**config.mk**
```make
export PLATFORM = sky130hd
export DESIGN_NAME = julia_iter
export DESIGN_NICKNAME = d
export VERILOG_FILES = /design/src/rtl/julia_iter.sv
export SDC_FILE = /design/constraint.sdc
export NUM_CORES = 2
export LEC_CHECK = 0
export CAP_MARGIN = 10
export CORE_MARGIN = 10
export CORE_UTILIZATION = 49
export DETAILED_ROUTE_END_ITERATION = 8
export HOLD_SLACK_MARGIN = 0.1
export PLACE_DENSITY = 0.77
export SETUP_SLACK_MARGIN = 0.15
export SYNTH_ARGS = -nofsm -noshare
export SYNTH_HDL_FRONTEND = slang
export SYNTH_SLANG_ARGS = --single-unit
export TNS_END_PERCENT = 1
```
**constraint.sdc**
```tcl
create_clock -name clk -period 11.1 [get_ports clk]
set_clock_uncertainty 0.15 [all_clocks]
set_input_delay 2.22 -clock clk [delete_from_list [all_inputs] [get_ports clk]]
set_output_delay 2.22 -clock clk [all_outputs]
set_load 0.01 [all_outputs]
```
**src/rtl/julia_iter.sv**
```systemverilog
// julia_iter: iterates z = z^2 + c per pixel and reports the escape count; define JULIA_SAT_EN to saturate z updates.
module julia_iter #(
  parameter int NUM_X_BITS = 10,
  parameter int NUM_Y_BITS = 10,
  parameter int FRAC_BITS  = 12,
  parameter int X_OFFSET   = 320,
  parameter int Y_OFFSET   = 240,
  parameter int STEP_SHIFT = 8,
  parameter int MAX_ITER   = 255
) (
  input  logic                  clk,
  input  logic                  rst,
  input  logic                  start,
  input  logic [NUM_X_BITS-1:0] x_value,
  input  logic [NUM_Y_BITS-1:0] y_value,
  input  logic [15:0]           c_re,
  input  logic [15:0]           c_im,
  input  logic                  out_ready,
  output logic                  busy,
  output logic                  out_valid,
  output logic [7:0]            iter_count,
  output logic [NUM_X_BITS-1:0] pix_x,
  output logic [NUM_Y_BITS-1:0] pix_y,
  output logic                  next_pixel
);
  typedef enum logic [1:0] {IDLE, LOAD, ITER, HOLD} state_t;
  localparam logic signed [32:0] LIM = 33'sd4 <<< (2 * FRAC_BITS);
  state_t state;
  logic signed [15:0] zr, zi, cr, ci, zr0, zi0;
  logic signed [31:0] rr, ii, ri, dx, dy;
  logic signed [32:0] mag, dif;
  logic signed [33:0] nr, ni;
  logic [7:0] cnt;
  logic esc;
  function automatic logic signed [15:0] fit(input logic signed [33:0] v);
`ifdef JULIA_SAT_EN
    return v > 34'sd32767 ? 16'sh7fff : v < -34'sd32768 ? 16'sh8000 : 16'(v);
`else
    return 16'(v);
`endif
  endfunction
  assign dx = 32'(pix_x) - 32'(X_OFFSET);
  assign dy = 32'(pix_y) - 32'(Y_OFFSET);
  assign zr0 = 16'(dx <<< (FRAC_BITS - STEP_SHIFT));
  assign zi0 = 16'(dy <<< (FRAC_BITS - STEP_SHIFT));
  assign rr = 32'(zr) * 32'(zr);
  assign ii = 32'(zi) * 32'(zi);
  assign ri = 32'(zr) * 32'(zi);
  assign mag = 33'(rr) + 33'(ii);
  assign dif = 33'(rr) - 33'(ii);
  assign esc = mag > LIM;
  assign nr = 34'(dif >>> FRAC_BITS) + 34'(cr);
  assign ni = 34'((33'(ri) <<< 1) >>> FRAC_BITS) + 34'(ci);
  assign busy = state != IDLE;
  assign iter_count = cnt;
  assign next_pixel = out_valid & out_ready;
  always_ff @(posedge clk or posedge rst) begin
    if (rst) begin
      state <= IDLE;
      zr <= '0;
      zi <= '0;
      cr <= '0;
      ci <= '0;
      cnt <= '0;
      pix_x <= '0;
      pix_y <= '0;
      out_valid <= 1'b0;
    end else begin
      case (state)
        IDLE: if (start) begin
          pix_x <= x_value;
          pix_y <= y_value;
          cr <= c_re;
          ci <= c_im;
          state <= LOAD;
        end
        LOAD: begin
          zr <= zr0;
          zi <= zi0;
          cnt <= '0;
          state <= ITER;
        end
        ITER: if (esc || cnt == 8'(MAX_ITER)) state <= HOLD;
        else begin
          zr <= fit(nr);
          zi <= fit(ni);
          cnt <= cnt + 8'd1;
        end
        default: if (out_valid && out_ready) begin
          out_valid <= 1'b0;
          state <= IDLE;
        end else out_valid <= 1'b1;
      endcase
    end
  end
endmodule

```
==> parameters.txt <==
Parameter                              Value

Status
  Status    completed

Route
  Total wire length after detailed routing    ~86000 um
  DRT Pass-1 Iters    6
  Final routed DRC violation total    0
  Detail Route Antenna Nets    0
  DR iter-0 viols    between 1.5k and 2k
  Detail-routed net length per standard cell    ~18 um
  Vias after detailed routing    around 26k
  Number of vias per cell after detailed routing    5.37

STA
  Max-slew headroom    25.4%
  Number of setup violations in the final report    0
  Total Negative Setup Slacks    0 ps
  Max-slew violations    0
  Period utilization    a little over nine tenths
  Final hold violation count    0
  Clock period minus worst slack    roughly 10000 ps
  Tightest Pin Transition    roughly 1100 ps
  Fmax achieved    ~95 MHz
  RSZ-0062 raised after global routing    yes

Synthesis
  Post-synthesis cell area    34700 um2
  Predominant post-synthesis flop cell    sky130_fd_sc_hd__dfrtp_1
  Number of enable-type register cells in the synthesized netlist    0
  Most common cell in the synthesized netlist    sky130_fd_sc_hd__inv_1
  Sequential fraction of the synthesis area    under 10%
  Most frequent cells after synthesis    sky130_fd_sc_hd__inv_1 (977), sky130_fd_sc_hd__fa_1 (696), sky130_fd_sc_hd__nand2_1 (350)
  Unique masters post-synth    just over 80
  Syn nets    about 5k
  Synthesized netlist cell count    a little under 4k
  Post-Syn Area per Cell    between 8 and 9 um2
  FFs w/ async S/R, synth    between 90% and 100%
  Total number of yosys warnings    0
  Flip-flop and latch count after synthesis    between 90 and 100
  Cell types occupying the most area after synthesis    sky130_fd_sc_hd__fa_1 (40%), sky130_fd_sc_hd__ha_1 (12%), sky130_fd_sc_hd__inv_1 (11%), sky130_fd_sc_hd__dfrtp_1 (6.9%), sky130_fd_sc_hd__nand2_1 (3.8%)
  Post-synth top area share    40.2%
  Top cell type by total area after synthesis    sky130_fd_sc_hd__fa_1

Worst setup path
  Cell seen most often among critical-path stages    sky130_fd_sc_hd__fa_1
  Category of the critical setup timing path    flip-flop to flip-flop
  Data arrival time of the critical path    about 11000 ps
  R2R Path Start    zi[9]
  Terminus of the critical flop-to-flop path    zi[5]
  Crit path launch type    flip-flop
  Setup slack on the worst flop-to-flop path    about 620 ps
  Required time at the endpoint of the critical path    roughly 11000 ps
  Slowest cell on the critical path    sky130_fd_sc_hd__fa_1
  CP max FO    27
  Depth of the most critical reg-to-reg path    31
  CP Capture Type    flip-flop
  Delay of the slowest cell on the worst path    approximately 570 ps

Hold path
  Hold path startpoint    iter_count[6]
  Number of instances on the worst hold path    1
  HP Class    flip-flop to flip-flop
  Worst Hold Endpoint    iter_count[6]

CTS
  Clk pin slew, worst setup/hold paths    90 ps
  Clock tree from TritonCTS    built
  Number of buffers inserted to repair setup after CTS    0
  CTS H-tree lvls    3
  Post-CTS sizing    0
  Number of hold buffers added after cts    0
  Number of buffers between clock root and the deepest sink    2
  Clock root buffer master    sky130_fd_sc_hd__clkbuf_16
  CTS sink cnt    95
  Clock insertion delay at the later pin of the skew report    roughly 410 ps
  Cts bufs inserted    9

Floorplanning
  Die Ht    286 um
  Standard-cell row count    97
  Starting density of the core    just under 50%
  Floorplan die area    between 80000 and 90000 um2
  Die Wd    around 290 um
  Core Box Area    70100 um2
  I/O pin count    a little under 90

Cells and area
  Filler Cells Inserted    ~6.4k
  Final Util    roughly 53%
  Proportion of layout cells with a drive suffix above 1    under 10%
  Finished layout cell area    around 37000 um2
  Layout Nets    4978
  Synthesis-to-finish area growth    6.59%

Global routing
  Overflow after GRT    0
  Overall global routing resource usage    between 20% and 30%
  Vias in the first global route    between 20k and 30k
  First-pass GRT wire length    141000 um
  Largest net degree at the start of global routing    55
  Number of antenna violations at the first check in global routing    1

Placed design
  Placed Area    roughly 37000 um2
  Post-detail-place hpwl    about 73000 um
  Port Buffers    between 80 and 90
  Placer's final routability congestion estimate    between 0.9 and 1

Job
  Max-cap violation count    0
==> cells by family (layout without fill, tap and decap cells) <==
logic type	Yosys count	in the layout	share of synthesized area [%]
other	0	1	0
adder cells (fa/ha/maj)	1033	1033	52.3
AO/OA/AOI/OAI	415	415	8.11
AND/OR/NAND/NOR	929	929	12.9
XOR/XNOR	163	163	4.12
multiplexers	107	107	3.35
flip-flops	95	95	6.85
buffers and inverters	1133	1152	12.4
==> per-layer routing <==
metal	GRT usage (%)	vias to the layer above	wire length (um)
met1	28.0	13000	34800
met3	5.89	138	7970
met5	0	-	0
met4	7.12	0	3210
li1	-	11900	-
met2	34.6	982	40200
==> placed cells by master, fill, tap and decap left out, drive strengths merged, types with 14 or more instances in the layout <==
cell           Yosys  routed
nor3              46      46
a211oi            28      28
nor2             175     175
nand3             39      39
o21a              22      22
nand2b            34      34
dfrtp             95      95
inv              977     981
buf               10      65
mux2i             33      33
fa               696     696
mux2              74      74
xor2              38      38
ha               337     337
a21o              44      44
a21oi            107     107
a31oi             14      14
nand2            350     350
nor2b             30      30
o21ai             66      66
clkdlybuf4s50      0      86
and2             171     171
xnor2            125     125
o21bai            14      14
nand4             14      14
==> registers in the layout, indices dropped and copies added (netlist names), 2 cells and up <==
register,cells
ci,16
cr,16
zi,16
zr,16
pix_x,10
pix_y,10
iter_count,8
state,2
==> worst max-delay path: cells and delay by family, from the launching register on <==
family	cells	cell delay, ps
AO/OA/AOI/OAI	12	3300
XOR/XNOR	2	440
multiplexers	1	370
AND/OR/NAND/NOR	4	1350
buffers and inverters	4	720
flip-flops	1	540
adder cells (fa/ha/maj)	8	3450
==> per-stage QoR <==
| stage | hold WS [ps] | setup WS, ps | cells |
|---|---|---|---|
| finish | 363 | 625 | 4835 |
| global route | 385 | 130 | 4834 |
| CTS | 365 | 500 | 4834 |
| detailed placement | 354 | 563 | 4818 |
| global placement | 341 | 706 | 4818 |
| floorplan | 336 | 1380 | 3875 |
==> worst max-delay path by stage <==
stage | from | endpoint | slack, ps
final | zi[9] | zi[5] | 620
after global routing | zi[9] | zi[9] | 130
after CTS | zi[4] | zr[15] | 500
after detailed placement | zi[4] | zr[15] | 560
after global placement | zi[4] | zr[15] | 710
after floorplan | zi[2] | zr[15] | 1380
==> area by class of cell <==
cell class	instances	area (um2)	share of cell area [%]
repair buffers	151	1360	3.68
well taps	940	1180	3.18
clock buffers	9	225	0.609
flip-flops and latches	95	2380	6.45
multi-input cells	2647	28000	75.8
clock inverters	7	81.3	0.220
diodes	1	2.50	0.00677
inverters	985	3700	10.0
Power is left out: the tool's default activity adds up to more than one toggle a clock period on the data nets, which glitch-free logic cannot reach.
